### config.mk
export PLATFORM = sky130hd
export DESIGN_NAME = loss_feeder
export DESIGN_NICKNAME = d
export VERILOG_FILES = /design/src/rtl/loss_feeder.sv
export SDC_FILE = /design/constraint.sdc
export NUM_CORES = 1
export LEC_CHECK = 0
export CORE_MARGIN = 2
export CORE_UTILIZATION = 58
export CTS_BUF_LIST = sky130_fd_sc_hd__clkbuf_16
export DETAILED_ROUTE_END_ITERATION = 16
export HOLD_SLACK_MARGIN = 0.05
export PLACE_DENSITY = 0.87
export SLEW_MARGIN = 20
export SYNTH_ARGS = -nofsm -noshare
export SYNTH_HDL_FRONTEND = slang
export SYNTH_SLANG_ARGS = --single-unit
### constraint.sdc
create_clock -name clk -period 9.9 [get_ports clk]
set_clock_uncertainty 0.1 [all_clocks]
set_input_delay 2.97 -clock clk [delete_from_list [all_inputs] [get_ports clk]]
set_output_delay 2.97 -clock clk [all_outputs]
set_load 0.005 [all_outputs]
### src/rtl/loss_feeder.sv
`default_nettype none
// ============================================================================
// Module   : loss_feeder
// Purpose  : Pairs buffered ground-truth labels (Y) with streaming network
//            outputs (H) and frames each batch for the loss child.
// Options  : LOSS_FEEDER_ERR_CHECK_EN builds the sticky protocol-error flag.
// Revision : 1.0 - initial release
// ============================================================================
module loss_feeder #(
    parameter int FIFO_DEPTH = 16,
    parameter int CNT_W      = 16
) (
    input  logic                          clk,
    input  logic                          rst,
    input  logic                          y_wr_en,
    input  logic [15:0]                   y_wr_data,
    output logic                          y_full,
    output logic [$clog2(FIFO_DEPTH):0]   y_count,
    input  logic                          h_valid,
    input  logic [15:0]                   h_data,
    output logic                          h_ready,
    input  logic                          cfg_start,
    input  logic [CNT_W-1:0]              cfg_batch_size,
    input  logic [15:0]                   cfg_inv_two_over_n,
    output logic [15:0]                   H_out,
    output logic [15:0]                   Y_out,
    output logic                          valid_out,
    output logic [15:0]                   inv_batch_size_times_two_out,
    output logic                          busy,
    output logic                          done,
    output logic                          err_out
);

    localparam int AW = $clog2(FIFO_DEPTH);

    typedef enum logic [1:0] {
        ST_IDLE = 2'd0,
        ST_RUN  = 2'd1,
        ST_DONE = 2'd2
    } state_t;

    state_t             state_q, state_d;
    logic [CNT_W-1:0]   cnt_q, cnt_d;
    logic [CNT_W-1:0]   batch_q, batch_d;
    logic [15:0]        inv_q, inv_d;
    logic [AW:0]        wr_ptr_q, wr_ptr_d;
    logic [AW:0]        rd_ptr_q, rd_ptr_d;
    logic [15:0]        h_out_q, h_out_d;
    logic [15:0]        y_out_q, y_out_d;
    logic               valid_q, valid_d;
    logic               done_q, done_d;
    logic               busy_q, busy_d;
    logic [15:0]        mem_q [FIFO_DEPTH];

    logic               fifo_empty;
    logic               fifo_full;
    logic               in_run;
    logic               xfer;
    logic               push;

    // Extra wrap bit distinguishes full from empty when the indices match.
    assign fifo_empty = (wr_ptr_q == rd_ptr_q);
    assign fifo_full  = (wr_ptr_q[AW] != rd_ptr_q[AW]) &&
                        (wr_ptr_q[AW-1:0] == rd_ptr_q[AW-1:0]);
    assign in_run     = (state_q == ST_RUN);
    assign xfer       = in_run && h_valid && !fifo_empty;
    // A pop in the same cycle frees a slot, so a push onto a full FIFO lands.
    assign push       = y_wr_en && (!fifo_full || xfer);

    always_comb begin
        state_d  = state_q;
        cnt_d    = cnt_q;
        batch_d  = batch_q;
        inv_d    = inv_q;
        wr_ptr_d = wr_ptr_q + (AW+1)'(push);
        rd_ptr_d = rd_ptr_q + (AW+1)'(xfer);
        h_out_d  = h_out_q;
        y_out_d  = y_out_q;
        valid_d  = xfer;

        if (xfer) begin
            h_out_d = h_data;
            y_out_d = mem_q[rd_ptr_q[AW-1:0]];
        end

        case (state_q)
            ST_IDLE: begin
                if (cfg_start) begin
                    batch_d = cfg_batch_size;
                    inv_d   = cfg_inv_two_over_n;
                    cnt_d   = '0;
                    state_d = (cfg_batch_size == '0) ? ST_DONE : ST_RUN;
                end
            end
            ST_RUN: begin
                if (xfer) begin
                    cnt_d = cnt_q + CNT_W'(1);
                    if (cnt_d == batch_q) begin
                        state_d = ST_DONE;
                    end
                end
            end
            ST_DONE: begin
                state_d = ST_IDLE;
            end
            default: begin
                state_d = ST_IDLE;
            end
        endcase

        done_d = (state_d == ST_DONE);
        busy_d = (state_d == ST_RUN);
    end

    always_ff @(posedge clk) begin
        if (!rst) begin
            state_q  <= ST_IDLE;
            cnt_q    <= '0;
            batch_q  <= '0;
            inv_q    <= '0;
            wr_ptr_q <= '0;
            rd_ptr_q <= '0;
            h_out_q  <= '0;
            y_out_q  <= '0;
            valid_q  <= 1'b0;
            done_q   <= 1'b0;
            busy_q   <= 1'b0;
        end else begin
            state_q  <= state_d;
            cnt_q    <= cnt_d;
            batch_q  <= batch_d;
            inv_q    <= inv_d;
            wr_ptr_q <= wr_ptr_d;
            rd_ptr_q <= rd_ptr_d;
            h_out_q  <= h_out_d;
            y_out_q  <= y_out_d;
            valid_q  <= valid_d;
            done_q   <= done_d;
            busy_q   <= busy_d;
        end
    end

    // Storage carries no reset; clearing the pointers discards its contents.
    always_ff @(posedge clk) begin
        if (rst && push) begin
            mem_q[wr_ptr_q[AW-1:0]] <= y_wr_data;
        end
    end

`ifdef LOSS_FEEDER_ERR_CHECK_EN
    logic err_q, err_d;

    always_comb begin
        err_d = err_q;
        if (y_wr_en && fifo_full && !xfer) begin
            err_d = 1'b1;
        end
        if (h_valid && in_run && fifo_empty) begin
            err_d = 1'b1;
        end
        if (h_valid && (state_q == ST_IDLE)) begin
            err_d = 1'b1;
        end
    end

    always_ff @(posedge clk) begin
        if (!rst) begin
            err_q <= 1'b0;
        end else begin
            err_q <= err_d;
        end
    end

    assign err_out = err_q;
`else
    assign err_out = 1'b0;
`endif

    assign y_full                       = fifo_full;
    assign y_count                      = wr_ptr_q - rd_ptr_q;
    assign h_ready                      = in_run && !fifo_empty;
    assign H_out                        = h_out_q;
    assign Y_out                        = y_out_q;
    assign valid_out                    = valid_q;
    assign inv_batch_size_times_two_out = inv_q;
    assign busy                         = busy_q;
    assign done                         = done_q;

endmodule
`default_nettype wire

==> results of run 1 <==
==> layout by cell type (no fill, tap or decap), types with 9 or more instances in the layout <==
cell,netlist,layout
dfxtp_1,95,93
mux4_2,80,80
ha_1,9,9
clkdlybuf4s50_1,0,125
a21boi_1,23,23
nor2_1,29,17
nand2_1,151,151
nand3_1,14,14
and2_1,15,15
clkbuf_16,0,36
edfxtp_1,256,256
xnor2_1,21,21
buf_4,3,9
a21oi_1,17,17
xor2_1,10,10
inv_1,13,23
nor2_2,0,12
o21ai_0,16,16
a21boi_0,46,46
==> state kept, by name, indices dropped and copies added, names as in the netlist <==
| register | count |
|---|---|
| Y_out | 16 |
| H_out | 16 |
| wr_ptr_q | 5 |
| valid_out | 1 |
| cnt_q | 16 |
| mem_q | 256 |
| inv_batch_size_times_two_out | 16 |
| batch_q | 16 |
| rd_ptr_q | 5 |
| busy | 1 |
| done | 1 |
| state_q | 2 |
==> path summary, 6_finish.rpt <==
path	cells past startpoint	slack, ns	endpoint
max	6	3.69	y_count[4]
min	2	0.35	Y_out[13]
max reg2reg	10	5.36	cnt_q[2]
min reg2reg	2	0.35	Y_out[13]
==> layer usage <==
metal | part of all wire (%) | vias up | global-route usage (%) | wire length (µm)
li1 | - | 3707 | - | -
met1 | 40 | 4153 | 33.2 | 12400
met2 | 50 | 404 | 41.4 | 15500
met3 | 8.7 | 52 | 5.11 | 2720
met4 | 2.0 | 0 | 6.76 | 612
met5 | 0 | - | 0 | 0
==> stage by stage <==
step	area, µm²	utilization (%)	worst slack [ns]	power, mW	cells
5_1_grt	16800	69.5	3.55	3.11	1392
6_report	16800	69.5	3.69	3.02	1392
4_1_cts	16800	69.5	3.66	3.04	1392
2_1_floorplan	14200	-	4.72	1.74	926
3_3_place_gp	15700	65.1	3.91	1.83	1331
3_5_place_dp	15700	65.1	3.86	1.83	1331
==> worst max-delay path, cell delays in order, from the launching register on <==
cell and delay, ns:
dfxtp_1 1.06, inv_1 0.10, ha_1 0.38, a21o_1 0.20, a21oi_1 0.19, xor2_1 0.17, clkdlybuf4s50_1 0.52
==> kinds of logic after synthesis <==
| kind of cell | count (synthesis) |
|---|---|
| AO/OA/AOI/OAI | 117 |
| XOR/XNOR | 31 |
| other | 1 |
| multiplexers | 82 |
| buffers and inverters | 69 |
| adder cells (fa/ha/maj) | 10 |
| flip-flops | 351 |
| AND/OR/NAND/NOR | 265 |
==> area by class of cell <==
| cell class | count | area share (%) |
|---|---|---|
| multi-input cells | 506 | 26.0 |
| inverters | 15 | 0.335 |
| clock inverters | 25 | 0.887 |
| repair buffers | 135 | 7.88 |
| well taps | 324 | 2.41 |
| flip-flops and latches | 351 | 57.1 |
| clock buffers | 36 | 5.36 |
==> power groups by stage <==
stage          clock [mW]  combinational, mW  sequential [mW]
2_1_floorplan           0             0.0976             1.64
3_3_place_gp            0              0.183             1.64
3_5_place_dp            0              0.188             1.65
4_1_cts              1.24              0.190             1.61
5_1_grt              1.29              0.203             1.62
6_report             1.22              0.189             1.61
==> impl_metrics.toml, run 1 <==
[outcome]
status = "complete, no violations"

[sta]
fin_crit_sh_pct = 62.7
finalMaxSlewViolations = 0
rsz0062_at_grt = "no"
worst_pin_slew_ns = 1.12
finalSetupTns_ns = 0
hold_viol = 0
holdWs_ns = 0.352
min_period_ns = 6.21
fmax_mhz = 161
setup-violations-final = 0
maxSlewHeadroom_pct = 25.4

[placed_design]
dp_hpwl_um = 19100
place.gp.congestion = 0.893
io_buffer_count = 126

[floorplan]
die_w_um = 160
initial_core_util_pct = 58.6
pin_count = 128
coreArea_mm2 = 0.0242
die_h_um = 160
die_area_mm2 = 0.0257
rows = 57

[detailed_routing]
drc = 0
vias = 8316
ant_nets = 0
viasPerCell = 5.97
drt-initial-drc-count = 771
wl_per_cell_um = 22.4
dr.pass1.iters = 7
drt_wl_total_um = 31200

[yosys]
synthXorXnorAreaFrac_pct = 1.91
synth_seq_area_share_pct = 67.6
yosys.area_share.simple_pct = 8.95
synth.most_common_cell = "edfxtp_1"
synthesis.area_mm2 = 0.0142
synthAdderAreaFrac_pct = 0.935
syn_inst = 926
yosysTopAreaCell = "edfxtp_1"
yosys_warnings = 0
netlist.area_leader.share_pct = 54.2
synth_seq_cells = 351
synth_edf_count = 256
ys_async_sr_fraction_pct = 0
synth.area.top_cells = "edfxtp_1, dfxtp_1, mux4_2"
synth_top_family_by_area = "multiplexers"
avgSynthCellArea_um2 = 15.3
yosysUniqueCellTypes = 50
synth_ff_type = "edfxtp_1"
synthMuxAreaShare_pct = 12.8
yosys-top-cells-count = "edfxtp_1, nand2_1, dfxtp_1"
synth_fp_nets = 1005
synth_compound_area_share_pct = 5.72

[layout]
nets = 1123
multi_input_area_mm2 = 0.00436
final_layout_size_suffix_gt1_share_pct = 15.8
nFillCells = 1532
areaGrowthSynthToFinish_pct = 18.4
diodes = 0
regArea_mm2 = 0.00959

[power]
internal_power_mw = 2.38
combPwrFrac_pct = 6.3
peakVddDrop_mv = 0.150
powerDensity_mw_per_mm2 = 180
p_leak_nw = 5.47
pwr-share-seq_pct = 53.4
pwr-share-clk_pct = 40.3
p_switching_mw = 0.641
switching_share_pct = 21.2

[cts]
clk_pin_slew_ns = 0.06
insertion_delay_ns = 0.52
cts_sinks = 351
cts_inserted_buffers = 35
cts-hold-fix-buffers = 0
cts_max_level = 2
clockRootBuffer = "clkbuf_16"
tritoncts = "built"
post_cts_buffers = 0
ctsResizeCount = 0
cts_buffer_depth = 3

[setup_path]
arrival_ns = 3.14
start_kind = "flip-flop"
crit_fanout = 20
critical_path_required_ns = 6.83
cp-startpoint = "rd_ptr_q[2]"
timing.rr.start = "rd_ptr_q[2]"
crit_path_end_kind = "primary output"
path_class = "reg -> out"

[grt]
antenna_found_initial = 0
grt_max_degree = 98
grt_overflow = 0
grt_pass1_wl_um = 48200
grt_pass1_vias = 8473
grt.total_usage_pct = 24.6

[run]
cap_violations = 0

[min_path]
hold_path.startpoint = "Y_out[13]"
hp-class = "reg -> reg"
(Power assumes the default switching activity.)
==> run 2: changes to the inputs <==
--- a/config.mk
+++ b/config.mk
@@ -6,11 +6,11 @@
 export NUM_CORES = 1
 export LEC_CHECK = 0
 export CORE_MARGIN = 2
-export CORE_UTILIZATION = 58
+export CORE_UTILIZATION = 57
 export CTS_BUF_LIST = sky130_fd_sc_hd__clkbuf_16
 export DETAILED_ROUTE_END_ITERATION = 16
 export HOLD_SLACK_MARGIN = 0.05
-export PLACE_DENSITY = 0.87
+export PLACE_DENSITY = 0.86
 export SLEW_MARGIN = 20
 export SYNTH_ARGS = -nofsm -noshare
 export SYNTH_HDL_FRONTEND = slang
==> constraint.sdc (replaced) <==
create_clock -name clk -period 5.8 [get_ports clk]
set_clock_uncertainty 0.1 [all_clocks]
set_input_delay 1.74 -clock clk [delete_from_list [all_inputs] [get_ports clk]]
set_output_delay 1.74 -clock clk [all_outputs]
set_load 0.005 [all_outputs]
==> run 2 against run 1 <==
Clock power up 76%. Die area rose by 1.7%. Cell area grew 0.37%. Sequential power is 71% higher. Power rose by 73%. Non-clock buffer count grew 3. Combinational power is 73% higher. First-iteration DRC count is 0.52% higher. Sequential cell count stayed put. Hold slack better by 0.0027 ns. Largest power group unchanged.
==> impl_metrics.toml, run 2 (synthesis results as in run 1) <==
[cts]
cts_sinks = 351
cts_inserted_buffers = 36
cts_max_level = 2
clk_pin_slew_ns = 0.06
post_cts_buffers = 0
cts-hold-fix-buffers = 0
tritoncts = "built"
clockRootBuffer = "clkbuf_16"
ctsResizeCount = 0
insertion_delay_ns = 0.53
cts_buffer_depth = 3

[min_path]
hold_depth = 2
hold_path.startpoint = "H_out[7]"
whs_endpoint = "H_out[7]"
hp-class = "reg -> reg"

[detailed_routing]
wl_per_cell_um = 23.1
drt_wl_total_um = 32400
ant_nets = 0
viasPerCell = 5.94
dr.pass1.iters = 5
vias = 8314
drc = 0
drt-initial-drc-count = 775

[placed_design]
dp_hpwl_um = 19900
io_buffer_count = 126
place.gp.congestion = 0.869

[setup_path]
cp_num_buf_inv = 2
critical_path_required_ns = 3.96
r2r_setup_slack_ns = 1.97
timing.rr.start = "rd_ptr_q[0]"
crit_path_end_kind = "primary output"
worst_path_max_delay_cell = "dfxtp_4"
crit_path_max_incr_delay_ns = 0.76
path_cells = "ha_1 > fa_1 > inv_1 > a21o_1 > a21oi_1 > xor2_1 > clkdlybuf4s50_1"
path_class = "reg -> out"
ff2ff_path_depth = 7
path_delay_family = "flip-flops"
start_kind = "flip-flop"
arrival_ns = 3.03
r2r_end = "mem_q[13][5]"
crit_fanout = 33

[layout]
areaGrowthSynthToFinish_pct = 18.9
final_common_cell = "edfxtp_1"
mostFrequentLayoutCells = "edfxtp_1, nand2_1, clkdlybuf4s50_1, dfxtp_1, mux4_2"
largest_reg_flops = 256
nFillCells = 1532
nets = 1127
final_layout_size_suffix_gt1_share_pct = 16.2

[power]
power.total_mw = 5.23
peakVddDrop_mv = 0.250
powerDensity_mw_per_mm2 = 310
p_leak_nw = 5.49

[sta]
fmax_mhz = 205
maxSlewHeadroom_pct = 32.6
holdWs_ns = 0.355
fin_crit_sh_pct = 83.9
setup-violations-final = 0
min_period_ns = 4.87
finalSetupTns_ns = 0
rsz0062_at_grt = "no"
finalMaxSlewViolations = 0
worst_pin_slew_ns = 1.01
hold_viol = 0

[grt]
met3_usage_pct = 4.67
grt_overflow = 0
grt_util_met1_pct = 33.9
antenna_found_initial = 1
grt_pass1_vias = 8435
grt_use_met2_pct = 43.8
grt_max_degree = 96
grt.total_usage_pct = 25.4
grt_pass1_wl_um = 49900
top_usage_layer = "met2"

[floorplan]
rows = 57
initial_core_util_pct = 58.1
pin_count = 128
die_w_um = 162
die_area_mm2 = 0.0262
die_h_um = 162
coreArea_mm2 = 0.0244

[outcome]
status = "complete, no violations"

[run]
cap_violations = 0
run 2: changes by cell type in the layout (fill, tap and decap cells not counted), moves of 2 or more:
cell,before,now
clkinv_4,0,2
inv_1,23,21
buf_4,9,12
clkinv_1,5,9
run 2: worst register-to-register path, stage by stage, from the launching register on:
cell,delay (ns)
dfxtp_4,0.76
ha_1,0.43
nand4_1,0.20
nor2b_1,0.08
a21boi_0,0.57
and3_1,0.30
nand2_1,0.20
nor2_2,0.82
run 2: layer usage:
layer  up-vias  part of all wire (%)
li1       3729                     -
met1      4169                    39
met2       374                    51
met3        42                   7.5
met4         0                   2.0
met5         -                     0
run 2: worst max-delay path by stage:
stage                            from      endpoint  slack [ns]  depth (start not counted)
after detailed placement      h_valid  mem_q[13][0]        1.25                          6
after global placement        h_valid  mem_q[12][0]        1.33                          6
after floorplan               h_valid   mem_q[3][0]        1.85                          5
after global routing      rd_ptr_q[0]    y_count[4]        0.69                          7
final                     rd_ptr_q[0]    y_count[4]        0.93                          7
after CTS                 rd_ptr_q[0]    y_count[4]        0.87                          7
run 2: metrics by stage:
stage / utilization (%) / worst slack (ns) / std cells / instance area, µm²
after floorplan: - / 1.85 / 926 / 14200
after global placement: 64.6 / 1.33 / 1334 / 15800
after detailed placement: 64.6 / 1.25 / 1334 / 15800
after CTS: 69.1 / 0.869 / 1399 / 16900
after global routing: 69.1 / 0.687 / 1400 / 16900
final: 69.1 / 0.933 / 1400 / 16900
run 2: report_power, final:
part | total [mW] | switching (mW) | internal, mW
Combinational | 0.327 | 0.161 | 0.166
Sequential | 2.76 | 0.0295 | 2.73
Clock | 2.15 | 0.961 | 1.19
run 2: area by class of cell:
class                           count  area [µm²]  area share, %
Sequential cell                   351        9590           56.9
Multi-Input combinational cell    506        4360           25.9
Timing Repair Buffer              138        1350           7.99
Tap cell                          324         405           2.40
Clock buffer                       36         901           5.34
Antenna cell                        1        2.50         0.0148
Clock inverter                     29         186           1.11
Inverter                           15        56.3          0.334
==> run 3: changes to the inputs <==
--- a/config.mk
+++ b/config.mk
@@ -6,11 +6,11 @@
 export NUM_CORES = 1
 export LEC_CHECK = 0
 export CORE_MARGIN = 2
-export CORE_UTILIZATION = 57
+export CORE_UTILIZATION = 52
 export CTS_BUF_LIST = sky130_fd_sc_hd__clkbuf_16
 export DETAILED_ROUTE_END_ITERATION = 16
 export HOLD_SLACK_MARGIN = 0.05
-export PLACE_DENSITY = 0.86
+export PLACE_DENSITY = 0.83
 export SLEW_MARGIN = 20
 export SYNTH_ARGS = -nofsm -noshare
 export SYNTH_HDL_FRONTEND = slang
==> constraint.sdc (replaced) <==
create_clock -name clk -period 4.13 [get_ports clk]
set_clock_uncertainty 0.1 [all_clocks]
set_input_delay 1.239 -clock clk [delete_from_list [all_inputs] [get_ports clk]]
set_output_delay 1.239 -clock clk [all_outputs]
set_load 0.005 [all_outputs]
==> run 3 against run 2 <==
Sequential share of layout area down 0.70 points. Critical path depth up 1. Hold slack worse by 0.00080 ns.
==> impl_metrics.toml, run 3 (synthesis results as in run 1) <==
[grt]
grt_pass1_wl_um = 47800
grt_max_degree = 96
grt.total_usage_pct = 21.9
antenna_found_initial = 0
grt_pass1_vias = 8432
grt_overflow = 0

[detailed_routing]
wl_per_cell_um = 21.7
viasPerCell = 5.78
ant_nets = 0
drc = 0
dr.pass1.iters = 5
drt-initial-drc-count = 760
drt_wl_total_um = 31200
vias = 8303

[setup_path]
worst_path_max_delay_cell = "clkdlybuf4s50_1"
crit_path_end_kind = "primary output"
critical_path.endpoint = "y_count[4]"
timing.rr.start = "wr_ptr_q[3]"
path_delay_family = "buffers and inverters"
path_class = "reg -> out"
crit_fanout = 4
cp_common_cell = "inv_1"
start_kind = "flip-flop"
cp_num_buf_inv = 3
r2r_end = "mem_q[0][13]"
crit_cells = 8
ff2ff_path_depth = 8
arrival_ns = 2.70
crit_path_max_incr_delay_ns = 0.54
critical_path_required_ns = 2.79
path_cells = "inv_1 > ha_1 > fa_1 > inv_1 > a21o_1 > a21oi_1 > xor2_1 > clkdlybuf4s50_1"
cp-startpoint = "wr_ptr_q[0]"
r2r_setup_slack_ns = 0.85

[sta]
setup-violations-final = 0
finalMaxSlewViolations = 0
hold_viol = 0
fin_crit_sh_pct = 97.8
finalSetupTns_ns = 0
min_period_ns = 4.04
worst_pin_slew_ns = 0.887
maxSlewHeadroom_pct = 40.8
rsz0062_at_grt = "no"
fmax_mhz = 248

[power]
internal_power_mw = 5.86
powerDensity_mw_per_mm2 = 437
switching_share_pct = 21.3
peakVddDrop_mv = 0.407
pwr-share-seq_pct = 51.8
p_leak_nw = 5.63
combPwrFrac_pct = 6.3
p_switching_mw = 1.59
pwr-share-clk_pct = 41.9

[cts]
insertion_delay_ns = 0.52
cts_buffer_depth = 3
cts_sinks = 351
clockRootBuffer = "clkbuf_16"
cts_max_level = 2
clk_pin_slew_ns = 0.06
cts_inserted_buffers = 36
cts-hold-fix-buffers = 0
tritoncts = "built"

[placed_design]
dp_hpwl_um = 19900
place.gp.congestion = 0.830
io_buffer_count = 126
postPlaceCellArea_mm2 = 0.0159

[floorplan]
die_h_um = 169
die_area_mm2 = 0.0286
pin_count = 128
die_w_um = 169
coreArea_mm2 = 0.0269
initial_core_util_pct = 52.8
rows = 60

[layout]
areaGrowthSynthToFinish_pct = 20.4
regArea_mm2 = 0.00960
mostFrequentLayoutCells = "edfxtp_1, nand2_1, clkdlybuf4s50_1, dfxtp_1, mux4_2"
fin_area_mm2 = 0.0171
final_layout_size_suffix_gt1_share_pct = 17.5
multi_input_area_mm2 = 0.00433
diodes = 0
largest_reg_flops = 256
nFillCells = 1889
nets = 1149
final_common_cell = "edfxtp_1"

[run]
cap_violations = 0

[min_path]
hp-class = "reg -> reg"

[outcome]
status = "complete, no violations"
-- run 3: worst register-to-register path, delay by kind of cell, from the launching register on --
| kind | cells | cell delay [ns] |
|---|---|---|
| adders and majority gates | 1 | 0.37 |
| AOI/OAI and AO/OA | 1 | 0.62 |
| and+or+nand+nor | 5 | 0.93 |
| DFF | 1 | 0.65 |
| buffers and inverters | 1 | 0.29 |
-- run 3: area by class of cell --
class | count | share of cell area, %
Clock buffer | 38 | 5.57
Inverter | 15 | 0.330
Sequential cell | 351 | 56.2
Multi-Input combinational cell | 506 | 25.4
Tap cell | 341 | 2.50
Clock inverter | 26 | 1.11
Timing Repair Buffer | 160 | 8.88
-- run 3: repair_timing --
action                                  CTS  global route
resized for setup                         0             2
buffers inserted                          0             4
endpoints found under the setup margin    0             1
-- run 3: worst min path at each step --
stage | start | end | slack [ns] | depth (start not counted)
after detailed placement | Y_out[9] | Y_out[9] | 0.34 | 2
after global placement | H_out[5] | H_out[5] | 0.34 | 2
after CTS | Y_out[0] | Y_out[0] | 0.36 | 2
after global routing | H_out[1] | H_out[1] | 0.38 | 2
after floorplan | H_out[1] | H_out[1] | 0.35 | 2
final | Y_out[0] | Y_out[0] | 0.35 | 2
-- run 3: routing by layer --
metal | GRT usage, % | routed length (µm) | vias up
met5 | 0 | 0 | -
met4 | 5.91 | 618 | 0
met3 | 3.79 | 2350 | 53
met2 | 37.9 | 15800 | 394
met1 | 29.1 | 12400 | 4086
li1 | - | - | 3770
-- run 3: per-stage QoR --
stage                     util (%)  hold WS, ns  setup slack (ns)  std cells  total power, mW
after CTS                     63.4        0.356            0.0567       1433             7.49
final                         63.5        0.354            0.0897       1437             7.45
after detailed placement      59.1        0.344             0.524       1369             4.40
after global routing          63.5        0.376            0.0320       1437             7.66
after global placement        59.1        0.342             0.597       1369             4.38
after floorplan                  -        0.351             0.365        926             4.16
-- run 3: power by group through the flow --
| stage | Combinational [mW] | Clock (mW) | Sequential (mW) |
|---|---|---|---|
| 4_1_cts | 0.466 | 3.16 | 3.86 |
| 3_3_place_gp | 0.449 | 0 | 3.93 |
| 6_report | 0.471 | 3.12 | 3.86 |
| 3_5_place_dp | 0.460 | 0 | 3.94 |
| 2_1_floorplan | 0.234 | 0 | 3.93 |
| 5_1_grt | 0.511 | 3.29 | 3.86 |
